## config.mk

```make
export PLATFORM = sky130hd
export DESIGN_NAME = lsu
export DESIGN_NICKNAME = d
export VERILOG_FILES = /design/src/rtl/memory_pkg.sv /design/src/rtl/lsu_load_fmt.sv /design/src/rtl/lsu.sv
export SDC_FILE = /design/constraint.sdc
export NUM_CORES = 1
export LEC_CHECK = 0
export CAP_MARGIN = 15
export CORE_MARGIN = 10
export CORE_UTILIZATION = 35
export DETAILED_ROUTE_END_ITERATION = 8
export PLACE_DENSITY_LB_ADDON = 0.3
export SYNTH_ARGS = -nofsm -noshare
export SYNTH_HDL_FRONTEND = slang
export SYNTH_HIERARCHICAL = 1
export SYNTH_SLANG_ARGS = --single-unit
```

## constraint.sdc

```tcl
create_clock -name clk_i -period 3.7 [get_ports clk_i]
set_input_delay 0.37 -clock clk_i [delete_from_list [all_inputs] [get_ports clk_i]]
set_output_delay 0.37 -clock clk_i [all_outputs]
set_load 0.02 [all_outputs]
```

## src/rtl/memory_pkg.sv

```systemverilog
// Shared memory-system constants: data memory size, LSU size codes and LSU FSM states.
package memory_pkg;

  localparam int unsigned DATA_MEM_SIZE_BYTES = 2048;

  // Load/store size codes as carried on core_size_i; 3, 6 and 7 are unused.
  localparam logic [2:0] LDST_B  = 3'd0;
  localparam logic [2:0] LDST_H  = 3'd1;
  localparam logic [2:0] LDST_W  = 3'd2;
  localparam logic [2:0] LDST_BU = 3'd4;
  localparam logic [2:0] LDST_HU = 3'd5;

  typedef enum logic {
    StIdle,
    StWait
  } lsu_state_e;

endpackage

```

## src/rtl/lsu_load_fmt.sv

```systemverilog
// Load-data formatter: picks the addressed byte/half of a memory word and extends it.
module lsu_load_fmt
  import memory_pkg::*;
(
  input  logic        valid_i,
  input  logic [2:0]  size_i,
  input  logic [1:0]  offset_i,
  input  logic [31:0] rdata_i,
  output logic [31:0] data_o
);

  logic [7:0]  byte_sel;
  logic [15:0] half_sel;

  // Lane select, then sign/zero extension; zero whenever the result is not being consumed.
  always_comb begin
    byte_sel = rdata_i[{offset_i, 3'b000} +: 8];
    half_sel = offset_i[1] ? rdata_i[31:16] : rdata_i[15:0];
    data_o   = '0;
    if (valid_i) begin
      case (size_i)
        LDST_B:  data_o = {{24{byte_sel[7]}}, byte_sel};
        LDST_H:  data_o = {{16{half_sel[15]}}, half_sel};
        LDST_W:  data_o = rdata_i;
        LDST_BU: data_o = {24'h0, byte_sel};
        LDST_HU: data_o = {16'h0, half_sel};
        default: data_o = '0;
      endcase
    end
  end

endmodule

```

## src/rtl/lsu.sv

```systemverilog
// Load/store unit: checks a core access, latches it, and runs one memory handshake per access.
module lsu
  import memory_pkg::*;
#(
  parameter int unsigned DMEM_BYTES = DATA_MEM_SIZE_BYTES
) (
  input  logic        clk_i,
  input  logic        rst_ni,
  input  logic        core_req_i,
  input  logic        core_we_i,
  input  logic [2:0]  core_size_i,
  input  logic [31:0] core_addr_i,
  input  logic [31:0] core_wd_i,
  output logic [31:0] core_rd_o,
  output logic        core_stall_o,
  output logic        core_err_o,
  output logic        mem_req_o,
  output logic        mem_we_o,
  output logic [3:0]  mem_be_o,
  output logic [31:0] mem_addr_o,
  output logic [31:0] mem_wd_o,
  input  logic [31:0] mem_rd_i,
  input  logic        mem_ready_i
);

  lsu_state_e  state_q, state_d;
  logic [31:0] addr_q, wd_q;
  logic [2:0]  size_q;
  logic        we_q;
  logic        legal;
  logic        latch_en;
  logic        rd_valid;
  logic [3:0]  be_w;

  // Access legality: known size code, no unsigned stores, natural alignment, inside the window.
  always_comb begin
    legal = 1'b1;
    case (core_size_i)
      LDST_B:  legal = 1'b1;
      LDST_H:  legal = ~core_addr_i[0];
      LDST_W:  legal = (core_addr_i[1:0] == 2'b00);
      LDST_BU: legal = ~core_we_i;
      LDST_HU: legal = ~core_we_i & ~core_addr_i[0];
      default: legal = 1'b0;
    endcase
    if (core_addr_i >= DMEM_BYTES) begin
      legal = 1'b0;
    end
  end

  // Byte enables and replicated store data derived from the latched access.
  always_comb begin
    case (size_q)
      LDST_B, LDST_BU: be_w = 4'b0001 << addr_q[1:0];
      LDST_H, LDST_HU: be_w = 4'b0011 << addr_q[1:0];
      default:         be_w = 4'b1111;
    endcase
    case (size_q)
      LDST_B:  mem_wd_o = {4{wd_q[7:0]}};
      LDST_H:  mem_wd_o = {2{wd_q[15:0]}};
      default: mem_wd_o = wd_q;
    endcase
    mem_addr_o = {addr_q[31:2], 2'b00};
  end

  // Next-state and handshake outputs.
  always_comb begin
    state_d      = state_q;
    latch_en     = 1'b0;
    rd_valid     = 1'b0;
    core_stall_o = 1'b0;
    core_err_o   = 1'b0;
    mem_req_o    = 1'b0;
    mem_we_o     = 1'b0;
    mem_be_o     = 4'b0000;
    unique case (state_q)
      StIdle: begin
        if (core_req_i) begin
          if (legal) begin
            latch_en     = 1'b1;
            core_stall_o = 1'b1;
            state_d      = StWait;
          end else begin
            core_err_o = 1'b1;
          end
        end
      end
      StWait: begin
        mem_req_o = 1'b1;
        mem_we_o  = we_q;
        mem_be_o  = be_w;
        if (mem_ready_i) begin
          rd_valid = 1'b1;
          state_d  = StIdle;
        end else begin
          core_stall_o = 1'b1;
        end
      end
      default: state_d = StIdle;
    endcase
  end

  // State register.
  always_ff @(posedge clk_i or negedge rst_ni) begin
    if (!rst_ni) begin
      state_q <= StIdle;
    end else begin
      state_q <= state_d;
    end
  end

  // Access latch, loaded only when a legal request is accepted.
  always_ff @(posedge clk_i or negedge rst_ni) begin
    if (!rst_ni) begin
      addr_q <= '0;
      wd_q   <= '0;
      size_q <= '0;
      we_q   <= 1'b0;
    end else if (latch_en) begin
      addr_q <= core_addr_i;
      wd_q   <= core_wd_i;
      size_q <= core_size_i;
      we_q   <= core_we_i;
    end
  end

  lsu_load_fmt u_load_fmt (
    .valid_i  (rd_valid),
    .size_i   (size_q),
    .offset_i (addr_q[1:0]),
    .rdata_i  (mem_rd_i),
    .data_o   (core_rd_o)
  );

endmodule
```

Word level (Yosys, flattened, before mapping)
Cells that the tools add are included.
Widths: inputs -> output; s select.
{"block": "word_totals", "reg_bits": 69, "in_bits": 104, "elab_cells": 46}
{"block": "classes", "eq_ne": 8, "shifts": 3, "bitwise_logic": 4, "reduce_logical": 5, "muxes": 20, "magnitude_cmp": 1}
{"operator": "$pmux 32 s5", "count": 1}
{"operator": "$pmux 32 s2", "count": 1}
{"operator": "$ge 32x12->1 const B", "count": 1}
{"operator": "$mux 32", "count": 1}
{"operator": "$shiftx 32x6->8", "count": 1}
{"operator": "$mux 16", "count": 1}
{"operator": "$eq 3x3->1 const B", "count": 4}
{"operator": "$mux 1", "count": 12}
{"operator": "$pmux 4 s2", "count": 1}
{"operator": "$eq 3x1->1 const B", "count": 2}
{"operator": "$eq 3x2->1 const B", "count": 2}
{"operator": "$logic_not 3->1", "count": 2}
{"operator": "$pmux 1 s5", "count": 1}
{"operator": "$mux 4", "count": 1}
{"operator": "$reduce_or 2->1", "count": 2}
{"operator": "$shl 1x2->4 const A", "count": 1}
{"operator": "$shl 2x2->4 const A", "count": 1}
{"operator": "$not 1->1", "count": 3}
{"operator": "$logic_not 2->1", "count": 1}
{"operator": "$pmux 1 s2", "count": 1}
{"operator": "$and 1x1->1", "count": 1}

Depth between registers and ports, before layout
Gate-level depths: netlist of run 1.
{"block": "logic_depth", "word_depth": 7, "depth_mapped": 6, "mapped_depth_nobuf": 4}

By module
Netlist of run 1, hierarchy kept.
{"mod": "lsu", "cells_per_inst": 261, "instances": 1, "area_each_um2": 3303.2, "seq_area_each_um2": 1726.7}
{"mod": "lsu_load_fmt", "cells_per_inst": 116, "instances": 1, "area_each_um2": 755.7, "seq_area_each_um2": 0.0}

Worst setup path before layout of run 1
OpenSTA, ideal clock, no wires.
{"block": "synth_path", "path_kind": "reg2out", "from": "register addr_q[1]", "to": "output core_rd_o[20]", "required_time_ns": 3.330, "path_slack_ns": 1.457, "path_stages_with_launch": 6, "arrival_ns": 1.873, "path_cell_list": "dfrtp_1 > buf_6 > mux2_4 > a222oi_1 > buf_6 > a21oi_1"}
{"block": "synth_via", "elab_chain_cells": 3}
{"element": "start: declaration", "line_no": "lsu.sv:27", "text": "logic [31:0] addr_q, wd_q;"}
{"element": "start signal: assignment", "line_no": "lsu.sv:120", "text": "addr_q <= core_addr_i;"}
{"element": "$shiftx 32x6->8 or $mux 16 (tied branches)", "line_no": "lsu_load_fmt.sv:17, lsu_load_fmt.sv:18"}
{"element": "$pmux 32 s5 *", "line_no": "lsu_load_fmt.sv:21", "text": "case (size_i)"}
{"element": "$mux 32 *", "line_no": "lsu_load_fmt.sv:20", "text": "if (valid_i) begin"}
{"element": "end: declaration", "line_no": "lsu.sv:14", "text": "output logic [31:0] core_rd_o,"}
Every way passes the cells marked *; elsewhere a longest branch is shown, timed or not.

Worst setup path in the final report of run 1
{"block": "layout_path", "from": "register addr_q[1]", "to": "output core_rd_o[14]"}
The elaborated chain is that of the path after synthesis.

==> results of run 1 <==
-- path summary, 6_finish.rpt --
path                                       start               endpoint  slack (ns)  cells after the start
setup / recovery           addr_q[1]$_DFFE_PN0P_          core_rd_o[14]        0.60                      5
hold / removal                            rst_ni    wd_q[5]$_DFFE_PN0P_        0.23                      2
setup reg to reg               state_q$_DFF_PN0_   wd_q[13]$_DFFE_PN0P_        1.43                      4
hold reg to reg            addr_q[2]$_DFFE_PN0P_  addr_q[2]$_DFFE_PN0P_        0.48                      1
max in group asynchronous                 rst_ni    wd_q[4]$_DFFE_PN0P_        2.90                      2
min in group clk_i         addr_q[2]$_DFFE_PN0P_  addr_q[2]$_DFFE_PN0P_        0.48                      1
-- power by group --
part           switching [mW]  internal [mW]  leakage (nW)
combinational          0.0533          0.110          1.51
clock                   0.326          0.628         0.162
sequential         0.00000263          0.755         0.965
-- routing by layer --
layer	vias to the layer above	wire [µm]	global-route usage
li1	1619	-	-
met1	1609	5030	0.175
met2	171	6050	0.245
met3	21	1830	0.0926
met4	4	207	0.0483
met5	-	27	0
-- through the flow --
step	instance area, µm²	instances	hold WS, ns
floorplan	4060	378	0.0744
global placement	5910	671	0.465
detailed placement	5910	671	0.476
CTS	6240	687	0.278
global route	6240	687	0.310
finish	6240	687	0.232
-- area by class of cell --
cell class	instances	area, µm²
Fill cell	1023	5130
Timing Repair Buffer	212	2100
Multi-Input combinational cell	245	1890
Sequential cell	69	1730
Clock buffer	11	253
Tap cell	143	179
Clock inverter	5	81.3
Inverter	2	7.51
-- cells in the mapped netlist, drive strengths merged --
cell     count
nand2       27
or3b         1
o21a         4
buf         51
nand4        1
o32a         7
nor2        15
inv          2
nor4         6
nor3b        2
nand3        1
mux4         1
a21oi       40
nor2b       24
nor3         5
a22oi        3
clkbuf      11
a222oi       1
a2bb2oi      7
nand2b       2
a21o         1
o21ai        2
conb         1
and2         2
nand3b       1
mux2i       22
mux2        67
dfrtp       69
a221oi       1
-- registers in the layout, summed over array words and instances (netlist names) --
| register | count |
|---|---|
| addr_q | 32 |
| size_q | 3 |
| state_q | 1 |
| wd_q | 32 |
| we_q | 1 |
-- logic make-up (layout without fill, tap and decap cells) --
group           Yosys count  count (layout)  share of synthesized area
flops                    69              69                      0.425
other cells               1               2                   0.000924
buf+inv                  64             230                      0.111
compound gates           66              66                      0.104
mux                      90              90                      0.247
simple gates             87              87                      0.113
-- critical path: stages (launching register included) --
cell and delay (ns):
dfrtp_1 0.50, buf_4 0.37, mux4_2 0.54, nand2_1 0.28, a21oi_1 0.13, clkdlybuf4s50_1 0.58
==> metrics.cfg, run 1 <==
[status]
status=finished clean

[routing]
wl_per_cell_um=19.1
finalWirelength_um=13100
final_antenna_net_count=0
vias=3424
via_per_inst=4.98
drt_first_pass_iters=4
drc=0
drt_iter0_markers=137

[sta]
min_period_over_period=0.837
timing.fmax_mhz=323
max-slew-margin-rel=0.422
timing.setup.tns_ns=0
rsz0062_at_grt=no
final.setup.worst_slack_ns=0.603
setup_violations=0
hold_viol_final=0
fin_skew_ns=0.00926
slew_viol_final=0
worstMarginPinSlew_ns=0.867
fin_crit_ns=3.10

[global_routing]
grt_pass1_vias=3686
grt_overflow_total=0
grt_use_total=0.156
antenna_found_initial=2
grt_max_degree=70
grt_pass1_wl_um=20500

[setup_path]
cp-start-kind=flop
path_max_fanout=16
cp.required_ns=3.33
cp_data_arrival_time_ns=2.73
critPathKind=flop to primary output
endpoint_kind=primary output

[synth]
synth_cell_type_count=36
yosys.area.top_type=dfrtp_1
ys_warn_count=6
ys_ff_latch=69
synth.top_cell.area_share=0.425
ys_top_cells_by_area=dfrtp_1 43%, mux2_2 17%, buf_4 7.6%, mux2i_1 5.4%, a21oi_1 4.9%
yosysSeqAreaShare=0.425
syn_area_um2=4060
syn_avg_cell_area_um2=10.8
synthCells=377

[clocking]
clock_sinks=69
h-tree-depth=3
clockBufferDepth=2
insertion_delay_ns=0.33
clk_pin_slew_ns=0.06
post_cts_buffers=0
cts-root-buf=clkbuf_16
cts-resized-gates=0
cts_tree=built
ctsHoldBuffers=0
cts_buffers=9

[die]
dieArea_um2=16300
die-height_um=128
coreArea_um2=11400
die_w_um=128
io_pins=208
row_count=39
start_util=0.357

[finish]
finalNetCount=643
post-route-util=0.549
drive_above_1_share=0.173
num_antenna_cells=0
final_cell_mix=204 x clkdlybuf4s50_1, 69 x dfrtp_1, 63 x mux2_2
layout_commonest_cell=clkdlybuf4s50_1
syn2layout_area_growth_pct=53.8

[pwr]
leakagePower_nw=2.64
peakVddDrop_v=0.000230
powerDensity_nw_per_um2=300
power_mw=1.87

[worst_hold_path]
hold_class=primary input to asynchronous set/reset pin

[placement]
dp_slack_ns=0.823
post-dp-hpwl_um=10000
port_buffers=205
gp_congestion=0.853

[job]
cap_viol_max_count=0

(Power assumes the default switching activity.)
==> run 2, diff against run 1 <==
==> constraint.sdc (replaced) <==
create_clock -name clk_i -period 2.7 [get_ports clk_i]
set_input_delay 0.27 -clock clk_i [delete_from_list [all_inputs] [get_ports clk_i]]
set_output_delay 0.27 -clock clk_i [all_outputs]
set_load 0.02 [all_outputs]
==> metrics.cfg, run 2 (same netlist as run 1, synthesis figures left out) <==
[routing]
vias=3495  ; was 3424
drc=0  ; unchanged
final_antenna_net_count=0  ; unchanged
wl_per_cell_um=18.9  ; was 19.1 µm
via_per_inst=5.01  ; was 4.98
drt_first_pass_iters=4  ; unchanged
drt_iter0_markers=112  ; was 137
finalWirelength_um=13200  ; was 13100 µm

[placement]
post-dp-hpwl_um=10300  ; was 10000 µm
gp_congestion=0.842  ; was 0.853
post-place-cells=680  ; was 671
port_buffers=205  ; unchanged

[pwr]
powerDensity_nw_per_um2=379  ; was 300 nW/µm²
peakVddDrop_v=0.000358  ; was 0.000230 V
leakagePower_nw=3.11  ; was 2.64 nW

[global_routing]
grt_max_degree=70  ; unchanged
antenna_found_initial=1  ; was 2
grt_use_total=0.156  ; about the same
grt_pass1_wl_um=20800  ; was 20500 µm
grt_pass1_vias=3850  ; was 3686
grt_overflow_total=0  ; unchanged

[setup_path]
cp_data_arrival_time_ns=2.32  ; was 2.73 ns
endpoint_kind=primary output  ; unchanged
cp-start-kind=flop  ; unchanged
cp.required_ns=2.43  ; was 3.33 ns
path_max_fanout=12  ; was 16
critPathKind=flop to primary output  ; unchanged

[finish]
post-route-util=0.561  ; was 0.549
final_cell_mix=180 x clkdlybuf4s50_1, 67 x dfrtp_1, 63 x mux2_2  ; was 204 x clkdlybuf4s50_1, 69 x dfrtp_1, 63 x mux2_2
layout_commonest_cell=clkdlybuf4s50_1  ; unchanged
n_fill_cell=999  ; was 1023
drive_above_1_share=0.191  ; was 0.173
final-seq-area_um2=1730  ; about the same
instances_no_fill=697  ; was 687
syn2layout_area_growth_pct=57.2  ; was 53.8%
num_antenna_cells=0  ; unchanged
multiInputGateArea_um2=1900  ; was 1890 µm²
finalNetCount=654  ; was 643
top_regs=addr_q: 32 flops, wd_q: 32 flops, size_q: 3 flops  ; unchanged

[sta]
fin_skew_ns=0.00326  ; was 0.00926 ns
rsz0062_at_grt=no  ; unchanged
hold_viol_final=0  ; unchanged
setup_violations=0  ; unchanged
fin_crit_ns=2.59
timing.fmax_mhz=387
worstMarginPinSlew_ns=0.521  ; was 0.867 ns
max-slew-margin-rel=0.652  ; was 0.422
timing.setup.tns_ns=0  ; unchanged
slew_viol_final=0  ; unchanged
min_period_over_period=0.958

[die]
io_pins=208  ; unchanged
coreArea_um2=11400  ; unchanged
start_util=0.357  ; unchanged
die_w_um=128  ; unchanged
dieArea_um2=16300  ; unchanged
die-height_um=128  ; unchanged
row_count=39  ; unchanged

[clocking]
clk_pin_slew_ns=0.06  ; about the same
insertion_delay_ns=0.33  ; about the same
clockBufferDepth=2  ; unchanged
cts_tree=built  ; unchanged
cts-root-buf=clkbuf_16  ; unchanged
clock_sinks=69  ; unchanged
h-tree-depth=3  ; unchanged
cts_buffers=9  ; unchanged

[status]
status=finished clean  ; unchanged

[worst_hold_path]
hold_class=flop to flop  ; was primary input to asynchronous set/reset pin

[job]
cap_viol_max_count=0  ; unchanged

[run 2: metrics by stage]
stage          total power, mW  setup WS (ns)  cell area [µm²]  hold WS, ns
2_1_floorplan             1.09          0.557             4060      -0.0256
3_3_place_gp              1.28          0.200             6010        0.323
3_5_place_dp              1.28          0.116             6010        0.323
4_1_cts                   2.45         0.0110             6310        0.495
5_1_grt                   2.50         0.0224             6380        0.511
6_report                  2.42          0.115             6380        0.492
[run 2: worst paths after layout]
path / to / cells after the start / start / slack (ns)
worst max-delay path: mem_wd_o[11] / 6 / size_q[0]$_DFFE_PN0P_ / 0.11
worst min-delay path: wd_q[22]$_DFFE_PN0P_ / 1 / wd_q[22]$_DFFE_PN0P_ / 0.49
worst max register to register: wd_q[1]$_DFFE_PN0P_ / 4 / state_q$_DFF_PN0_ / 0.84
worst min register to register: wd_q[22]$_DFFE_PN0P_ / 1 / wd_q[22]$_DFFE_PN0P_ / 0.49
max in group asynchronous: addr_q[1]$_DFFE_PN0P_ / 3 / rst_ni / 1.92
min in group asynchronous: wd_q[5]$_DFFE_PN0P_ / 3 / rst_ni / 0.50
[run 2: what timing repair did]
action                                 CTS  global route
pin swaps                                0             0
hold buffers                             1             0
setup endpoints to repair               23            30
cloned                                   0             0
resized for setup                        4            24
endpoints found under the hold margin   69             0
buffers inserted                         0             1
[run 2: power breakdown]
| group | switching (mW) | internal (mW) | total, mW |
|---|---|---|---|
| Sequential | 0.00000301 | 1.03 | 1.03 |
| Combinational | 0.0751 | 0.155 | 0.230 |
| Clock | 0.422 | 0.733 | 1.15 |
[run 2: cell type report]
cell class              instances  share of cell area
inverters                       2             0.00118
multi-input cells             245               0.298
flip-flops and latches         69               0.271
well taps                     143              0.0280
clock buffers                  11              0.0380
clock inverters                 4             0.00765
repair buffers                223               0.356
[run 2: worst max-delay path: stages, from the launching register on]
cell             delay, ns
dfrtp_1               0.38
buf_4                 0.18
buf_4                 0.20
nor3_2                0.11
buf_4                 0.20
mux2_2                0.35
clkdlybuf4s50_1       0.55
[run 2: routing by layer]
metal | part of all wire | track usage
met1 | 0.38 | 0.174
met4 | 0.014 | 0.0543
met3 | 0.13 | 0.0769
met2 | 0.47 | 0.252
met5 | 0.00083 | 0
==> run 3, diff against run 2 <==
--- a/config.mk
+++ b/config.mk
@@ -8,7 +8,9 @@
 export CAP_MARGIN = 15
 export CORE_MARGIN = 10
 export CORE_UTILIZATION = 35
+export CTS_CLUSTER_DIAMETER = 100
 export DETAILED_ROUTE_END_ITERATION = 8
+export GPL_ROUTABILITY_DRIVEN = 0
 export PLACE_DENSITY_LB_ADDON = 0.3
 export SYNTH_ARGS = -nofsm -noshare
 export SYNTH_HDL_FRONTEND = slang
==> results of run 3 <==
No change in the layout: final DEF, timing and power equal those of run 2.
